$ cat config.mk
export PLATFORM = sky130hd
export DESIGN_NAME = fp_mul_share_arb_flat
export DESIGN_NICKNAME = d
export VERILOG_FILES = /design/src/rtl/fp_mul_share_arb_if.sv /design/src/rtl/fp_mul_share_arb.sv /design/src/flat_wrapper.sv
export SDC_FILE = /design/constraint.sdc
export NUM_CORES = 1
export LEC_CHECK = 0
export ABC_AREA = 1
export CAP_MARGIN = 40
export CELL_PAD_IN_SITES_DETAIL_PLACEMENT = 1
export CELL_PAD_IN_SITES_GLOBAL_PLACEMENT = 1
export CORE_MARGIN = 3
export CORE_UTILIZATION = 27
export DETAILED_ROUTE_END_ITERATION = 8
export GPL_TIMING_DRIVEN = 0
export PLACE_DENSITY = 0.78
export SLEW_MARGIN = 20
export SYNTH_ARGS = -nofsm -noshare
export SYNTH_HDL_FRONTEND = slang
export SYNTH_SLANG_ARGS = --single-unit
$ cat constraint.sdc
create_clock -name clk -period 2.2 [get_ports clk]
set_input_delay 0.44 -clock clk [delete_from_list [all_inputs] [get_ports clk]]
set_output_delay 0.44 -clock clk [all_outputs]
set_load 0.01 [all_outputs]
$ cat src/rtl/fp_mul_share_arb_if.sv
// Client/multiplier bus for the shared bfloat multiplier arbiter.
// Holds the per-requester request/response handshakes and the multiplier port.
interface fp_mul_share_arb_if #(
    parameter int unsigned NREQ = 4,
    parameter int unsigned W    = 16
);
    logic [NREQ-1:0]   req_valid;
    logic [NREQ-1:0]   req_ready;
    logic [NREQ*W-1:0] req_a;
    logic [NREQ*W-1:0] req_b;
    logic [NREQ-1:0]   rsp_valid;
    logic [NREQ-1:0]   rsp_ready;
    logic [NREQ*W-1:0] rsp_y;
    logic [W-1:0]      mul_a;
    logic [W-1:0]      mul_b;
    logic [W-1:0]      mul_y;
    logic              busy;

    // Arbiter side
    modport slave (
        input  req_valid, req_a, req_b, rsp_ready, mul_y,
        output req_ready, rsp_valid, rsp_y, mul_a, mul_b, busy
    );

    // Clients plus multiplier side
    modport master (
        output req_valid, req_a, req_b, rsp_ready, mul_y,
        input  req_ready, rsp_valid, rsp_y, mul_a, mul_b, busy
    );
endinterface

$ cat src/rtl/fp_mul_share_arb.sv
// Round-robin arbiter sharing one pipelined bfloat multiplier among NREQ clients.
// Each client has at most one op outstanding; results land in a one-entry
// per-client buffer with a valid/ready handshake.
module fp_mul_share_arb #(
    parameter int unsigned NREQ    = 4,
    parameter int unsigned W       = 16,
    parameter int unsigned MUL_LAT = 2
) (
    input logic               clk,
    input logic               rst_n,
    fp_mul_share_arb_if.slave bus
);
    localparam int unsigned IdW = (NREQ > 1) ? $clog2(NREQ) : 1;

    logic [NREQ-1:0]    owner_q, owner_d;
    logic [NREQ-1:0]    rsp_valid_q, rsp_valid_d;
    logic [NREQ*W-1:0]  rsp_y_q, rsp_y_d;
    logic [IdW-1:0]     rr_ptr_q, rr_ptr_d;
    logic [MUL_LAT-1:0] pipe_vld_q;
    logic [IdW-1:0]     pipe_id_q [MUL_LAT];

    logic [NREQ-1:0] eligible;
    logic [NREQ-1:0] pop;
    logic            grant_vld;
    logic [IdW-1:0]  grant_id;
    logic            cap_vld;
    logic [IdW-1:0]  cap_id;

    // Owned requesters are masked until their result has been popped
    assign eligible = bus.req_valid & ~owner_q;
    assign pop      = rsp_valid_q & bus.rsp_ready;
    assign cap_vld  = pipe_vld_q[MUL_LAT-1];
    assign cap_id   = pipe_id_q[MUL_LAT-1];

    // Round-robin scan starting at rr_ptr; first eligible requester wins
    always_comb begin
        int unsigned idx;
        idx       = 0;
        grant_vld = 1'b0;
        grant_id  = '0;
        for (int unsigned off = 0; off < NREQ; off++) begin
            idx = (32'(rr_ptr_q) + off) % NREQ;
            if (!grant_vld && eligible[IdW'(idx)]) begin
                grant_vld = 1'b1;
                grant_id  = IdW'(idx);
            end
        end
    end

    // Grant, operand mux and pointer advance; the grant is the acceptance
    always_comb begin
        bus.req_ready = '0;
        bus.mul_a     = '0;
        bus.mul_b     = '0;
        rr_ptr_d      = rr_ptr_q;
        if (grant_vld) begin
            bus.req_ready[grant_id] = 1'b1;
            bus.mul_a = bus.req_a[32'(grant_id)*W +: W];
            bus.mul_b = bus.req_b[32'(grant_id)*W +: W];
            rr_ptr_d  = IdW'((32'(grant_id) + 1) % NREQ);
        end
    end

    // Ownership and result buffers; capture and pop never hit the same index
    always_comb begin
        owner_d     = owner_q & ~pop;
        rsp_valid_d = rsp_valid_q & ~pop;
        rsp_y_d     = rsp_y_q;
        if (grant_vld) begin
            owner_d[grant_id] = 1'b1;
        end
        if (cap_vld) begin
            rsp_valid_d[cap_id]             = 1'b1;
            rsp_y_d[32'(cap_id)*W +: W]     = bus.mul_y;
        end
    end

    // Arbiter and result-buffer state
    always_ff @(posedge clk or negedge rst_n) begin
        if (!rst_n) begin
            owner_q     <= '0;
            rsp_valid_q <= '0;
            rsp_y_q     <= '0;
            rr_ptr_q    <= '0;
        end else begin
            owner_q     <= owner_d;
            rsp_valid_q <= rsp_valid_d;
            rsp_y_q     <= rsp_y_d;
            rr_ptr_q    <= rr_ptr_d;
        end
    end

    // In-flight tracker mirrors the multiplier pipeline; reset drops pending ops
    always_ff @(posedge clk or negedge rst_n) begin
        if (!rst_n) begin
            pipe_vld_q <= '0;
            for (int i = 0; i < MUL_LAT; i++) begin
                pipe_id_q[i] <= '0;
            end
        end else begin
            pipe_vld_q[0] <= grant_vld;
            pipe_id_q[0]  <= grant_id;
            for (int i = 1; i < MUL_LAT; i++) begin
                pipe_vld_q[i] <= pipe_vld_q[i-1];
                pipe_id_q[i]  <= pipe_id_q[i-1];
            end
        end
    end

    assign bus.rsp_valid = rsp_valid_q;
    assign bus.rsp_y     = rsp_y_q;
    assign bus.busy      = (|pipe_vld_q) | (|rsp_valid_q);

endmodule

$ cat src/flat_wrapper.sv
// flat-port wrapper written by rule: the top's interface ports become plain ports
module fp_mul_share_arb_flat 
#(
    parameter int unsigned NREQ    = 4,
    parameter int unsigned W       = 16,
    parameter int unsigned MUL_LAT = 2
)
  (clk, rst_n, bus_req_valid, bus_req_a, bus_req_b, bus_rsp_ready, bus_mul_y, bus_req_ready, bus_rsp_valid, bus_rsp_y, bus_mul_a, bus_mul_b, bus_busy);
  fp_mul_share_arb_if #(.NREQ(NREQ), .W(W)) bus_i ();
  input logic clk;
  input logic rst_n;
  input wire logic [$bits(bus_i.req_valid)-1:0] bus_req_valid;
  input wire logic [$bits(bus_i.req_a)-1:0] bus_req_a;
  input wire logic [$bits(bus_i.req_b)-1:0] bus_req_b;
  input wire logic [$bits(bus_i.rsp_ready)-1:0] bus_rsp_ready;
  input wire logic [$bits(bus_i.mul_y)-1:0] bus_mul_y;
  output wire logic [$bits(bus_i.req_ready)-1:0] bus_req_ready;
  output wire logic [$bits(bus_i.rsp_valid)-1:0] bus_rsp_valid;
  output wire logic [$bits(bus_i.rsp_y)-1:0] bus_rsp_y;
  output wire logic [$bits(bus_i.mul_a)-1:0] bus_mul_a;
  output wire logic [$bits(bus_i.mul_b)-1:0] bus_mul_b;
  output wire logic [$bits(bus_i.busy)-1:0] bus_busy;
  assign bus_i.req_valid = bus_req_valid;
  assign bus_i.req_a = bus_req_a;
  assign bus_i.req_b = bus_req_b;
  assign bus_i.rsp_ready = bus_rsp_ready;
  assign bus_i.mul_y = bus_mul_y;
  assign bus_req_ready = bus_i.req_ready;
  assign bus_rsp_valid = bus_i.rsp_valid;
  assign bus_rsp_y = bus_i.rsp_y;
  assign bus_mul_a = bus_i.mul_a;
  assign bus_mul_b = bus_i.mul_b;
  assign bus_busy = bus_i.busy;
  fp_mul_share_arb #(.NREQ(NREQ), .W(W), .MUL_LAT(MUL_LAT)) u_core (.clk(clk), .rst_n(rst_n), .bus(bus_i));
endmodule
After elaboration in Yosys (flattened, before gate mapping)

Cells that the tools add are included.

Register bits after elaboration: 80
Output and inout bits: 105

Add/subtract/negate cells: 5
Magnitude comparators: 8
Shift-type cells: 4
Muxes and demuxes: 26
Bitwise logic cells: 9
Reduce and logical (&&, ||, !) cells: 10

Operator list:

| operator                                                                      | number |
|---|---|
| 64-bit by 7-bit indexed part select with 16-bit output                        | 2 |
| 64-bit bitwise mux                                                            | 1 |
| 16-bit by 34-bit variable shift with 64-bit output (first input constant)     | 1 |
| 16-bit by 34-bit indexed part select with 64-bit output                       | 1 |
| 6-bit negator with 34-bit output                                              | 1 |
| 16-bit 2-to-1 mux                                                             | 2 |
| 2-bit by 3-bit less-than comparator with 1-bit output (second input constant) | 6 |
| 4-bit AND                                                                     | 4 |
| 4-bit 2-to-1 mux                                                              | 3 |
| 1-bit 2-to-1 mux                                                              | 10 |
| 1-bit binary-select mux with 2-bit select                                     | 4 |
| 2-bit 2-to-1 mux                                                              | 4 |
| 4-bit NOT                                                                     | 2 |
| 4-bit bitwise OR                                                              | 2 |
| 1-bit logical AND                                                             | 5 |
| 2-bit by 1-bit adder with 2-bit output (second input constant)                | 2 |
| 2-bit adder (second input constant)                                           | 2 |
| 1-bit demux with 2-bit select                                                 | 2 |
| 2-bit by 1-bit >= comparator with 1-bit output (second input constant)        | 2 |
| 4-bit OR reduction                                                            | 1 |
| 1-bit logical NOT                                                             | 3 |
| 2-bit OR reduction                                                            | 1 |
| 1-bit bitwise OR                                                              | 1 |

Longest topological paths before layout

Gate-level depths: netlist of run 1.

Depth in word-level cells: 20
Gate-level depth with buffers: 16
Gate-level depth less buffers: 13

Worst setup path after synthesis of run 1

Ideal clock, no wire load.

Kind: reg-to-output
Start point: register u_core.rr_ptr_q[0]
End point: output bus_mul_b[12]
Arrival: 1.731 ns
Required time: 1.760 ns
Setup slack: 0.029 ns
Cell stages (with the launch flop): 17
Cells stage by stage: dfrtp_1 > buf_6 > inv_6 > nand3_1 > nand2_1 > nand2_1 > nand2_1 > nand2_2 > nand2_1 > nand2_2 > nand3_2 > buf_6 > buf_6 > nand2_1 > nand2_1 > nand2_1 > a21oi_1

Longest elaborated chain between the ends: 14

Ends and longest elaborated chain:

| what                                                                                            | line                   | source |
|---|---|---|
| start, declared                                                                                 | fp_mul_share_arb.sv:18 | `logic [IdW-1:0] rr_ptr_q, rr_ptr_d;` |
| start signal, assigned                                                                          | fp_mul_share_arb.sv:89 | `rr_ptr_q <= rr_ptr_d;` |
| parallel branches: the longest is 13 deep, another holds 2-bit by 1-bit adder with 2-bit output | -                      |  |
| 16-bit 2-to-1 mux (*)                                                                           | fp_mul_share_arb.sv:56 | `if (grant_vld) begin` |
| end, declared                                                                                   | flat_wrapper.sv:21     | `output wire logic [$bits(bus_i.mul_b)-1:0] bus_mul_b;` |

Mark *: on every way between the ends. The select of a mux whose other input is x is not followed.

Final worst setup path of run 1

Start point: register u_core.rr_ptr_q[0]
End point: output bus_mul_a[0]

Longest elaborated chain between the ends: 14

Ends and longest elaborated chain:

| what                                                                                            | line                   | source |
|---|---|---|
| parallel branches: the longest is 13 deep, another holds 2-bit by 1-bit adder with 2-bit output | -                      |  |
| 16-bit 2-to-1 mux (*)                                                                           | fp_mul_share_arb.sv:56 |  |
| end, declared                                                                                   | flat_wrapper.sv:20     | `output wire logic [$bits(bus_i.mul_a)-1:0] bus_mul_a;` |

Marked as above.

==> summary.md, run 1 <==
| Metric | Value |
|---|---|
| Clock buffers created by TritonCTS | `9` |
| First-pass GRT wire length | `~36000 um` |
| Placed insts | `between 1000 and 1500` |
| Grt peak-use layer | `met2` |
| Drc violations | `0` |
| Met2 Usage GRT | `0.403` |
| Via-per-instance ratio | `4.97` |
| Worst Max-Slew Pin Slew | `0.506 ns` |
| Fin. max-slew vios | `0` |
| Number of antenna violations at the first check in global routing | `1` |
| Cell with the largest stage delay on the worst path | `dfrtp_1` |
| Core outline area | `18100 um^2` |
| Number of detailed-route iterations in the first pass | `4` |
| Clock root buffer master | `clkbuf_16` |
| Net total in the final layout | `1169` |
| Clock tree from TritonCTS | `done` |
| Post-route fraction of the period consumed by the critical path | `1.33` |
| Sequential cell area in the final layout | `2000 um^2` |
| CP delay by family, top | `simple AND/OR/NAND/NOR gates` |
| Sum of buffers and inverters on the critical path | `5` |
| Footprint of the multi-input gates | `2870 um^2` |
| Cell Rows | `just under 50` |
| Area share of the largest cell type after synthesis | `0.400` |
| Number of nets with antenna violations after detailed routing | `0` |
| Post-route worst setup slack | `-0.726 ns` |
| Outcome | `complete, but fails checks` |
| Ratio of cells with drive above 1 in the final layout | `0.213` |
| Unrepaired setup endpoints after global routing | `yes` |
| Via count | `6169` |
| Cell types with the largest area share after synthesis | `dfrtp_1, nand2_1, nand4_1` |
| First DRT Iteration DRCs | `about 180` |
| Number of distinct library cell variants in the gate-level netlist after synthesis | `25` |
| Source-to-sink clock delay at the later pin of the worst-skew pair | `between 0.3 and 0.4 ns` |
| Overall die area | `20200 um^2` |
| Most common library cell in the layout ignoring fill and taps | `nand2_1` |
| Placed Area | `~7900 um^2` |
| Yosys warning count | `0` |
| Post-Synthesis Net Count | `around 900` |
| Leak pwr | `0.00423 uW` |
| Max Clk Rate | `342 MHz` |
| Setup violations, final | `36` |
| GR met1 Demand/Resource | `0.256` |
| Synth area leader | `dfrtp_1` |
| Die extent in y | `142 um` |
| Crit path required time | `around 1.8 ns` |
| Leading cell types in the layout, fill and taps excluded | `nand2_1, clkdlybuf4s50_1, nand4_1` |
| Violated checks | `negative setup slack` |
| H-tree lvl count | `3` |
| Minimum period implied by the final worst setup slack | `2.93 ns` |
| Global-route congestion overflow total | `0` |
| Core Util, Final | `0.492` |
| Worst Hold Class | `in2async` |
| Clock slew at the register clock pins of the worst setup and hold paths | `0.06 ns` |
| Largest stage delay on the critical path | `0.34 ns` |
| Via count of the first global-routing pass | `6496` |
| Sink Count | `80` |
| Maximum ir drop on the vdd rail | `0.00101 V` |
| Num ports | `259` |
| Filler instances | `2169` |
| DPL Wire Length | `18100 um` |
| Initial core utilization | `0.277` |
| Post-Route Skew | `approximately 0.0098 ns` |
| Netlist area before placement | `about 5000 um^2` |
| GRT met3 Usage | `0.0645` |
| Worst Setup Path Type | `reg2out` |
| Part of the Yosys area used for sequential elements | `0.400` |
| Layout Cell Area excl Fill | `8900 um^2` |
| Crit start category | `flip-flop` |
| Max-capacitance violation count | `0` |
| Crit Path Max Fanout | `8` |
| Final weighted congestion in routability-driven placement | `0.826` |
| Post-synthesis area per instance | `7.01 um^2` |
| GRT Util Overall | `0.225` |
| Layout overhead on the synthesized area | `77.9%` |
| Port-buffer cells | `approximately 260` |
| Final-report hold violation count | `0` |
| Worst setup EP type | `output port` |
| Total routed wirelength | `about 24000 um` |
| DIE WIDTH | `between 100 and 150 um` |
| Number of buffers between clock root and the deepest sink | `2` |
| Routed wirelength normalized by instance count | `between 15 and 20 um` |
| Max transition margin | `0.663` |
| Worst endpoint data arrival time | `~2.5 ns` |
| Cell-by-cell listing of the critical path | `buf_6 -> clkinv_8 -> nand3_4 -> nand3_1 -> nand2_4 -> nand2_1 -> nor2_1 -> nand4_1 -> nand2_4 -> buf_4 -> buf_6 -> nand2_1 -> a21oi_2 -> buf_2` |
| Post-Synthesis Cells | `roughly 710` |
| Finished Layout Cells | `approximately 1200` |
| Seq cells post-synth | `80` |
| Power density relative to cell area | `2170 nW/um^2` |
| Largest net degree at the start of global routing | `43` |
| Total power consumption of the routed design | `~19000 uW` |
registers in the layout, summed over array words and instances, names as in the netlist:
name	cells
u_core.cap_id	2
u_core.pipe_id_q	2
u_core.bus.rsp_y	64
u_core.pipe_vld_q	2
u_core.rr_ptr_q	2
u_core.owner_q	4
u_core.bus.rsp_valid	4
cell type report:
cell class / count / share of cell area
multi-input cells: 541 / 0.322
repair buffers: 288 / 0.313
flip-flops and latches: 80 / 0.225
plain buffers: 46 / 0.0523
well taps: 229 / 0.0322
clock buffers: 11 / 0.0284
inverters: 41 / 0.0197
clock inverters: 5 / 0.00703
diodes: 1 / 0.000281
what timing repair did:
item | in CTS | in global routing
setup buffers | 19 | 8
pin swaps | 25 | 32
endpoints found under the setup margin | 84 | 91
gates resized for setup | 243 | 82
cloned | 4 | 2
hold buffers | 0 | 0
endpoints found under the hold margin | 0 | 0
final timing paths:
path                            slack [ns]  depth (start not counted)              endpoint           startpoint
worst max-delay path                 -0.73                         14          bus_mul_a[0]   u_core.rr_ptr_q[0]
worst min-delay path                  0.07                          1  u_core.bus.rsp_y[23]                rst_n
worst max register to register        0.16                         13    u_core.rr_ptr_q[1]   u_core.rr_ptr_q[0]
worst min register to register        0.34                          0      u_core.cap_id[1]  u_core.pipe_id_q[3]
max in group asynchronous             1.51                          2    u_core.rr_ptr_q[1]                rst_n
min in group clk                      0.34                          0      u_core.cap_id[1]  u_core.pipe_id_q[3]
power breakdown:
group	switching, uW	total (uW)	leakage, uW	internal [uW]
registers	371	2390	0.00106	2020
clock network	628	1580	0.000148	947
logic	8570	15400	0.00302	6820
layer usage:
metal | share of wire | up-vias | wire, um
li1 | - | 2951 | -
met1 | 0.39 | 2924 | 9310
met2 | 0.50 | 232 | 12000
met3 | 0.070 | 62 | 1670
met4 | 0.038 | 0 | 899
met5 | 0 | - | 0
cells in the mapped netlist, drive strengths merged:
master and n:
clkbuf 16, nand4 83, o22ai 1, nor4 1, dfrtp 80, inv 40, o211ai 1, buf 36
nor2 5, nand2 333, clkinv 1, o21ai 54, ha 8, a21oi 34, nand3 21
worst register-to-register path, cell delays in order, from the launching register on:
cell and delay [ns]:
dfrtp_1 0.34, buf_6 0.17, clkinv_8 0.10, nand3_4 0.08, nand3_1 0.13, nand2_4 0.16
nand2_1 0.10, nor2_1 0.11, nand4_1 0.14, nand2_4 0.19, buf_4 0.15, buf_6 0.11
nand2_2 0.08, o211ai_1 0.10
per-stage QoR:
stage                     setup TNS (ns)  hold WS, ns  setup WS [ns]
final                             -23.00       0.0655         -0.726
after floorplan                        0        0.144         0.0293
after CTS                         -21.59       0.0802         -0.666
after global routing              -27.83        0.100         -0.843
after global placement           -228.82        0.334          -2.20
after detailed placement          -57.66        0.336          -1.39
logic make-up after synthesis:
| logic type | Yosys count | synth area share |
|---|---|---|
| simple gates | 443 | 0.387 |
| buf+inv | 93 | 0.0905 |
| compound gates | 90 | 0.102 |
| flops | 80 | 0.400 |
| fa+ha+maj | 8 | 0.0200 |
Power figures use the tool's default switching activity.
==> run 2, diff against run 1 <==
--- a/config.mk
+++ b/config.mk
@@ -14,6 +14,7 @@
 export DETAILED_ROUTE_END_ITERATION = 8
 export GPL_TIMING_DRIVEN = 0
 export PLACE_DENSITY = 0.78
+export SETUP_SLACK_MARGIN = 0.02
 export SLEW_MARGIN = 20
 export SYNTH_ARGS = -nofsm -noshare
 export SYNTH_HDL_FRONTEND = slang
==> summary.md, run 2 (same netlist as run 1, synthesis figures left out) <==
| Metric | Value |
|---|---|
| Num ports | `259 (unchanged)` |
| Cell Rows | `49 (unchanged)` |
| Core outline area | `18100 um^2 (unchanged)` |
| Sequential cell area in the final layout | `2000 um^2 (unchanged)` |
| Via count of the first global-routing pass | `6496 (unchanged)` |
| Drc violations | `0 (unchanged)` |
| Post-Route Skew | `0.0103 ns (+0.000427 ns)` |
| Minimum period implied by the final worst setup slack | `2.93 ns (+0.00100 ns)` |
| DIE WIDTH | `142 um (unchanged)` |
| Layout Cell Area excl Fill | `8910 um^2 (about the same)` |
| Sink Count | `80 (unchanged)` |
| Footprint of the multi-input gates | `2880 um^2 (+0.17%)` |
| Via-per-instance ratio | `4.95 (-0.39%)` |
| Crit start category | `flip-flop` |
| H-tree lvl count | `3 (unchanged)` |
| GRT Util Overall | `0.225 (unchanged)` |
| Global-route congestion overflow total | `0 (unchanged)` |
| Worst reg2reg path startpoint | `u_core.rr_ptr_q[0]` |
| Max Clk Rate | `342 MHz (about the same)` |
| Post-route fraction of the period consumed by the critical path | `1.33 (about the same)` |
| Initial core utilization | `0.277 (unchanged)` |
| Start point of the critical path | `u_core.rr_ptr_q[0]` |
| Maximum ir drop on the vdd rail | `0.00101 V (+0.14%)` |
| Comb power frac | `0.795 (about the same)` |
| Leak pwr | `0.00423 uW (about the same)` |
| Ratio of cells with drive above 1 in the final layout | `0.215 (+0.00198)` |
| Total of hold buffers inserted after clock tree synthesis | `0 (unchanged)` |
| Crit Path Max Fanout | `8 (unchanged)` |
| Net total in the final layout | `1169 (unchanged)` |
| Layout overhead on the synthesized area | `78.0% (about the same)` |
| Reg2Reg Setup Slack | `0.16 ns (about the same)` |
| Source-to-sink clock delay at the later pin of the worst-skew pair | `0.34 ns (about the same)` |
| DPL Wire Length | `18100 um (unchanged)` |
| Worst setup EP type | `output port` |
| Post-route worst setup slack | `-0.727 ns (-0.00100 ns)` |
| Clock tree from TritonCTS | `done` |
| Outcome | `complete, but fails checks` |
| Number of cell instances on the worst register-to-register path | `13 (unchanged)` |
| Number of buffers between clock root and the deepest sink | `2 (unchanged)` |
| Clock buffers created by TritonCTS | `9 (unchanged)` |
| Total power consumption of the routed design | `19400 uW (about the same)` |
| Routed wirelength normalized by instance count | `19.3 um (about the same)` |
| Crit path required time | `1.76 ns (about the same)` |
| Filler instances | `2169 (unchanged)` |
| First DRT Iteration DRCs | `162 (-9.5%)` |
| Max reg flops | `64 (unchanged)` |
| Placed Area | `7890 um^2 (unchanged)` |
| Total routed wirelength | `23900 um (about the same)` |
| Setup violations, final | `36 (unchanged)` |
| Net switching share of the total power | `0.494 (about the same)` |
| Cell with the largest stage delay on the worst path | `dfrtp_1` |
| Worst Hold Class | `in2async` |
| Fin. max-slew vios | `0 (unchanged)` |
| Worst Setup Path Type | `reg2out` |
| Worst slack at placement | `-1.39 ns (unchanged)` |
| Largest stage delay on the critical path | `0.34 ns (about the same)` |
| Fraction of power consumed by sequential logic | `0.124 (about the same)` |
| Max-capacitance violation count | `0 (unchanged)` |
| Number of detailed-route iterations in the first pass | `4 (unchanged)` |
| Final-report hold violation count | `0 (unchanged)` |
| Number of antenna violations at the first check in global routing | `1 (unchanged)` |
| Clock slew at the register clock pins of the worst setup and hold paths | `0.06 ns (about the same)` |
| Largest net degree at the start of global routing | `43 (unchanged)` |
| Internal power summed over all cells | `9790 uW (about the same)` |
| Worst Max-Slew Pin Slew | `0.506 ns (+0.000120 ns)` |
| Via count | `6145 (-0.39%)` |
| Violated checks | `negative setup slack` |
| Worst endpoint data arrival time | `2.49 ns (about the same)` |
| Cell-by-cell listing of the critical path | `buf_6 -> clkinv_8 -> nand3_4 -> nand3_1 -> nand2_4 -> nand2_1 -> nor2_1 -> nand4_1 -> nand2_4 -> buf_4 -> buf_6 -> nand2_1 -> a21oi_2 -> buf_2` |
| Most common library cell in the layout ignoring fill and taps | `nand2_1` |
| Power density relative to cell area | `2170 nW/um^2 (about the same)` |
| Leading cell types in the layout, fill and taps excluded | `nand2_1, clkdlybuf4s50_1, nand4_1` |
| Clk network pwr share | `0.081 (about the same)` |
| Unrepaired setup endpoints after global routing | `yes` |
| Overall die area | `20200 um^2 (unchanged)` |
| Final weighted congestion in routability-driven placement | `0.826 (unchanged)` |
| Die extent in y | `142 um (unchanged)` |
| Clock root buffer master | `clkbuf_16` |
| Number of nets with antenna violations after detailed routing | `0 (unchanged)` |
| Worst r2r dst | `u_core.rr_ptr_q[1]` |
| Max transition margin | `0.663 (about the same)` |
| First-pass GRT wire length | `35500 um (unchanged)` |
| Port-buffer cells | `258 (unchanged)` |
| Net switching power of the design | `9570 uW (about the same)` |
## run 2: worst max-delay path by stage
stage                     slack (ns)                       to
after CTS                      -0.67             bus_mul_b[6]
after global placement         -2.20  u_core.bus.rsp_valid[2]
after floorplan                 0.03            bus_mul_b[12]
after global routing           -0.84             bus_mul_a[0]
final                          -0.73             bus_mul_a[0]
after detailed placement       -1.39             bus_mul_b[0]
## run 2: what timing repair did
action / in CTS / in global routing
gates cloned: 4 / 2
setup endpoints to repair: 85 / 91
resized for setup: 243 / 85
pin swaps: 25 / 32
setup buffers: 19 / 8
## run 2: worst max-delay path, delay by kind of cell, from the launching register on
kind,cells,cell delay [ns]
flops,1,0.34
buf+inv,5,0.68
simple gates,8,0.99
compound gates,1,0.15
## run 2: layer usage
layer  vias up  wire (um)  GRT usage
met5         -          0          0
met4         0        882     0.0788
met3        57       1660     0.0645
met2       228      12100      0.403
met1      2908       9290      0.256
li1       2952          -          -
## run 2: power by group through the flow
| stage | clock network, uW | registers [uW] | logic (uW) |
|---|---|---|---|
| 2_1_floorplan | 0 | 2530 | 6710 |
| 3_5_place_dp | 0 | 2400 | 12700 |
| 6_report | 1570 | 2390 | 15400 |
| 4_1_cts | 1600 | 2380 | 14300 |
| 3_3_place_gp | 0 | 2380 | 12600 |
| 5_1_grt | 1660 | 2470 | 16700 |
## run 2: through the flow
step | util | hold WS, ns | setup TNS (ns) | cells
final | 0.492 | 0.0649 | -22.91 | 1242
after global routing | 0.492 | 0.100 | -27.83 | 1242
after global placement | 0.435 | 0.334 | -228.82 | 1201
after detailed placement | 0.436 | 0.336 | -57.66 | 1202
after floorplan | - | 0.144 | 0 | 714
after CTS | 0.476 | 0.0802 | -21.59 | 1238
## run 2: cell type report
type,count,area share
clock inverters,5,0.00702
diodes,1,0.000281
inverters,41,0.0197
flip-flops and latches,80,0.225
clock buffers,11,0.0284
repair buffers,288,0.312
well taps,229,0.0322
plain buffers,46,0.0523
multi-input cells,541,0.323
==> edit 1: new RTL, flow settings as in run 1 <==
`NREQ` is set to 4 in 3 places; all go to 8.
--- a/src/rtl/fp_mul_share_arb_if.sv
+++ b/src/rtl/fp_mul_share_arb_if.sv
@@ -2,5 +2,5 @@
 // Holds the per-requester request/response handshakes and the multiplier port.
 interface fp_mul_share_arb_if #(
-    parameter int unsigned NREQ = 4,
+    parameter int unsigned NREQ = 8,
     parameter int unsigned W    = 16
 );
--- a/src/rtl/fp_mul_share_arb.sv
+++ b/src/rtl/fp_mul_share_arb.sv
@@ -3,5 +3,5 @@
 // per-client buffer with a valid/ready handshake.
 module fp_mul_share_arb #(
-    parameter int unsigned NREQ    = 4,
+    parameter int unsigned NREQ    = 8,
     parameter int unsigned W       = 16,
     parameter int unsigned MUL_LAT = 2
--- a/src/flat_wrapper.sv
+++ b/src/flat_wrapper.sv
@@ -2,5 +2,5 @@
 module fp_mul_share_arb_flat 
 #(
-    parameter int unsigned NREQ    = 4,
+    parameter int unsigned NREQ    = 8,
     parameter int unsigned W       = 16,
     parameter int unsigned MUL_LAT = 2
Ports: changed (7 resized); port bits go from 259 to 467. The function was not compared with the original's and may differ.
==> edit 1 against run 1 <==
The run still ends with negative setup slack left; wire length grew 120%; worst setup slack lost 1100 ps; register-to-register slack worse by 1300 ps; via count grew 91%; global-route usage is 4.4 points higher; area after synthesis rose by 88%; hold slack improved by 280 ps; final cell count is 94% higher; sequential cell count is 75 higher; design area increased by 96%; critical path depth is 6 higher; critical path type unchanged.
Power is left out: the tool's default activity adds up to more than one toggle a clock period on the data nets, which glitch-free logic cannot reach.
==> edit 1: results (changes against run 1) <==
<table>
<tr><th>Metric</th><th>Value</th></tr>
<tr><th colspan="2">Timing</th></tr>
<tr><td>Final setup margin</td><td>-1826 ps (was -725.8 ps)</td></tr>
<tr><td>Tightest hold margin</td><td>349.0 ps (was 65.47 ps)</td></tr>
<tr><td>Total negative setup slack</td><td>-78640 ps (was -23000 ps)</td></tr>
<tr><td>Setup-failing EPs final</td><td>55 (was 36)</td></tr>
<tr><th colspan="2">Global route</th></tr>
<tr><td>Global-route usage over all layers</td><td>0.2689 (was 0.2252)</td></tr>
<tr><td>Maximum number of pins on one net before global-route repair</td><td>89 (was 43)</td></tr>
<tr><td>Global-route wire length before repair</td><td>75240 um (was 35510 um)</td></tr>
<tr><td>Global-route track usage on met3</td><td>0.05195 (was 0.06452)</td></tr>
<tr><td>Initial antenna violation count</td><td>9 (was 1)</td></tr>
<tr><th colspan="2">Finish</th></tr>
<tr><td>Inverters</td><td>168 (was 41)</td></tr>
<tr><td>Area added between synthesis and finish</td><td>85.53% (was 77.92%)</td></tr>
<tr><td>Layout cell share with drive strength beyond 1</td><td>0.2048 (was 0.2134)</td></tr>
<tr><td>Layout filler cell count</td><td>4073 (was 2169)</td></tr>
<tr><td>Non-Clock Buffer Area Fraction</td><td>0.3669 (was 0.3649)</td></tr>
<tr><td>Share of the final layout cell area in multi-input gates</td><td>0.3013 (was 0.3224)</td></tr>
<tr><td>Largest register FFs</td><td>128 (was 64)</td></tr>
<tr><td>Multi-Input Combinational</td><td>968 (was 541)</td></tr>
<tr><th colspan="2">Yosys</th></tr>
<tr><td>Post-Synth Adder-Cell Area</td><td>0.005333 (was 0.02001)</td></tr>
<tr><td>Post-Syn Instances</td><td>1371 (was 714)</td></tr>
<tr><th colspan="2">Placed design</th></tr>
<tr><td>Weighted congestion reported at the end of routability-driven placement</td><td>0.9028 (was 0.8257)</td></tr>
<tr><td>Dpl cells</td><td>2287 (was 1202)</td></tr>
<tr><td>Setup Slack @ Placement</td><td>-2519 ps (was -1393 ps)</td></tr>
<tr><th colspan="2">Worst setup path</th></tr>
<tr><td>Worst EP arrival</td><td>3590 ps (was 2490 ps)</td></tr>
<tr><td>Depth of the worst register-to-register path</td><td>22 (was 13)</td></tr>
<tr><td>Endpoint of the most critical register-to-register path</td><td>u_core.owner_q[5] (was u_core.rr_ptr_q[1])</td></tr>
<tr><td>Worst setup slack for register-to-register paths</td><td>-1130 ps (was 160 ps)</td></tr>
<tr><th colspan="2">Drt</th></tr>
<tr><td>DR iter-0 viols</td><td>446 (was 179)</td></tr>
<tr><td>Pre-antenna DRT Iters</td><td>5 (was 4)</td></tr>
<tr><td>Wire length on met2</td><td>27850 um (was 12050 um)</td></tr>
<tr><th colspan="2">Run status</th></tr>
<tr><td>Failing checks</td><td>negative setup slack (unchanged)</td></tr>
<tr><td>Status</td><td>finished with violations (unchanged)</td></tr>
<tr><th colspan="2">Clocking</th></tr>
<tr><td>Clock latency on the worst-skew pair</td><td>440 ps (was 340 ps)</td></tr>
</table>
-- edit 1: changes by cell type after synthesis, moves of 8 or more --
cell	delta
sky130_fd_sc_hd__nand3_1	+112
sky130_fd_sc_hd__a21oi_2	-15
sky130_fd_sc_hd__dfrtp_1	+75
sky130_fd_sc_hd__clkbuf_1	+26
sky130_fd_sc_hd__nor2_1	+102
sky130_fd_sc_hd__nand4_1	-54
sky130_fd_sc_hd__o21ai_0	+53
sky130_fd_sc_hd__inv_1	+126
sky130_fd_sc_hd__o21ai_1	+59
sky130_fd_sc_hd__nand2_1	+101
sky130_fd_sc_hd__o31ai_1	+8
sky130_fd_sc_hd__nand3b_1	+30
-- edit 1: timing repair --
item / in CTS / in global routing
pin swaps: 69 / 39
hold buffers: 1 / 0
gates resized for setup: 471 / 110
setup endpoints to repair: 146 / 159
endpoints found under the hold margin: 67 / 0
cloned: 4 / 0
setup buffers: 56 / 21
==> edit 2: new RTL, config.mk and constraints of run 1 <==
Made on the original files. Reset style: synchronous (`rst_n`), changed in 2 clocked blocks.
--- a/src/rtl/fp_mul_share_arb.sv
+++ b/src/rtl/fp_mul_share_arb.sv
@@ -77,5 +77,5 @@
 
     // Arbiter and result-buffer state
-    always_ff @(posedge clk or negedge rst_n) begin
+    always_ff @(posedge clk) begin
         if (!rst_n) begin
             owner_q     <= '0;
@@ -92,5 +92,5 @@
 
     // In-flight tracker mirrors the multiplier pipeline; reset drops pending ops
-    always_ff @(posedge clk or negedge rst_n) begin
+    always_ff @(posedge clk) begin
         if (!rst_n) begin
             pipe_vld_q <= '0;
Formal check against the unedited RTL: differs if rst_n is asserted again (counterexample within 4 cycles, from zero or initial values and one cycle with rst_n low); with rst_n held inactive, the same outputs for 4 cycles.
==> edit 2 against run 1 <==
The flow still finishes with violations (negative setup slack); area after synthesis fell by 5.4%; largest power group unchanged; largest cell class unchanged; wire length rose by 7.7%; design area fell by 0.80%; clock skew fell by 0.59 ps; combinational power fell by 27%; via count rose by 4.2%; sequential cell count did not move; worst setup slack got worse by 1.2 ps; total power fell by 25%; die area fell by 5.1%.
==> edit 2: results (changes against run 1) <==
<table>
<tr><th>Metric</th><th>Value</th></tr>
<tr><th colspan="2">Finish</th></tr>
<tr><td>Net total in the final layout</td><td>1233 (was 1169)</td></tr>
<tr><td>Non-Clock Buffer Area Fraction</td><td>0.3861 (was 0.3649)</td></tr>
<tr><td>Layout cell share with drive strength beyond 1</td><td>0.1963 (was 0.2134)</td></tr>
<tr><td>Multi-Input Combinational</td><td>585 (was 541)</td></tr>
<tr><td>Finished Core Util</td><td>0.5232 (was 0.4922)</td></tr>
<tr><th colspan="2">Drt</th></tr>
<tr><td>Routed length per instance</td><td>19.89 um (was 19.27 um)</td></tr>
<tr><th colspan="2">Worst setup path</th></tr>
<tr><td>Family with the most delay on the worst path</td><td>buffers and inverters (was simple AND/OR/NAND/NOR gates)</td></tr>
<tr><td>Worst setup slack for register-to-register paths</td><td>30 ps (was 160 ps)</td></tr>
<tr><td>Endpoint of the most critical register-to-register path</td><td>u_core.rr_ptr_q[1] (unchanged)</td></tr>
<tr><td>Slowest stage cell on the critical path</td><td>sky130_fd_sc_hd__dfxtp_2 (was sky130_fd_sc_hd__dfrtp_1)</td></tr>
<tr><th colspan="2">Run status</th></tr>
<tr><td>Failing checks</td><td>negative setup slack (unchanged)</td></tr>
<tr><td>Status</td><td>finished with violations (unchanged)</td></tr>
<tr><th colspan="2">Timing</th></tr>
<tr><td>Setup-failing EPs final</td><td>36 (unchanged)</td></tr>
<tr><td>Final setup margin</td><td>-726.9 ps (was -725.8 ps)</td></tr>
<tr><td>Worst slew margin relative to its limit</td><td>0.6070 (was 0.6627)</td></tr>
<tr><th colspan="2">Placed design</th></tr>
<tr><td>Post-detailed-placement half-perimeter wirelength</td><td>17800 um (was 18060 um)</td></tr>
<tr><td>Setup Slack @ Placement</td><td>-1257 ps (was -1393 ps)</td></tr>
<tr><td>Weighted congestion reported at the end of routability-driven placement</td><td>0.8678 (was 0.8257)</td></tr>
<tr><th colspan="2">Yosys</th></tr>
<tr><td>Number of nets in the synthesized netlist</td><td>925 (was 876)</td></tr>
<tr><td>Post-synthesis sequential area ratio</td><td>0.3382 (was 0.4001)</td></tr>
<tr><td>Synth top area cells</td><td>sky130_fd_sc_hd__dfxtp_1 34%, sky130_fd_sc_hd__nand2_1 25%, sky130_fd_sc_hd__a21oi_1 9.7% (was sky130_fd_sc_hd__dfrtp_1 40%, sky130_fd_sc_hd__nand2_1 24%, sky130_fd_sc_hd__nand4_1 10%)</td></tr>
<tr><td>Top FF cell, synth</td><td>sky130_fd_sc_hd__dfxtp_1 (was sky130_fd_sc_hd__dfrtp_1)</td></tr>
<tr><td>Post-Syn Instances</td><td>763 (was 714)</td></tr>
<tr><td>Post-Synth Adder-Cell Area</td><td>0.02114 (was 0.02001)</td></tr>
<tr><td>Xor and xnor area share after synthesis</td><td>0.003699 (was 0)</td></tr>
<tr><th colspan="2">Global route</th></tr>
<tr><td>Global-route usage over all layers</td><td>0.2465 (was 0.2252)</td></tr>
</table>
## edit 2: what timing repair did
item,in CTS,in global routing
setup endpoints to repair,70,69
hold buffers,0,0
gates cloned,7,2
setup buffers,19,12
gates resized for setup,253,73
pin swaps,32,26
## edit 2: logic make-up (layout without fill, tap and decap cells)
logic type	after synthesis	count (layout)
DFF	80	80
other	0	1
buffers and inverters	98	410
xor gates and xnor gates	2	2
AOI/OAI and AO/OA	107	107
and+or+nand+nor	468	468
adders and majority gates	8	8
## edit 2: report_power, final
part	internal [mW]	total, mW	switching, mW	leakage, nW
Sequential	1.57	1.63	0.0694	0.649
Combinational	5.10	11.3	6.20	3.03
Clock	1.05	1.61	0.567	0.159
Total	7.71	14.5	6.84	3.84
## edit 2: routing by layer
layer  up-vias  GRT usage  wire [um]
met5         -          0          0
met4         0    0.07852        837
li1       3102          -          -
met3        53    0.05283       1153
met1      3074     0.3155      10790
met2       198     0.4155      12990
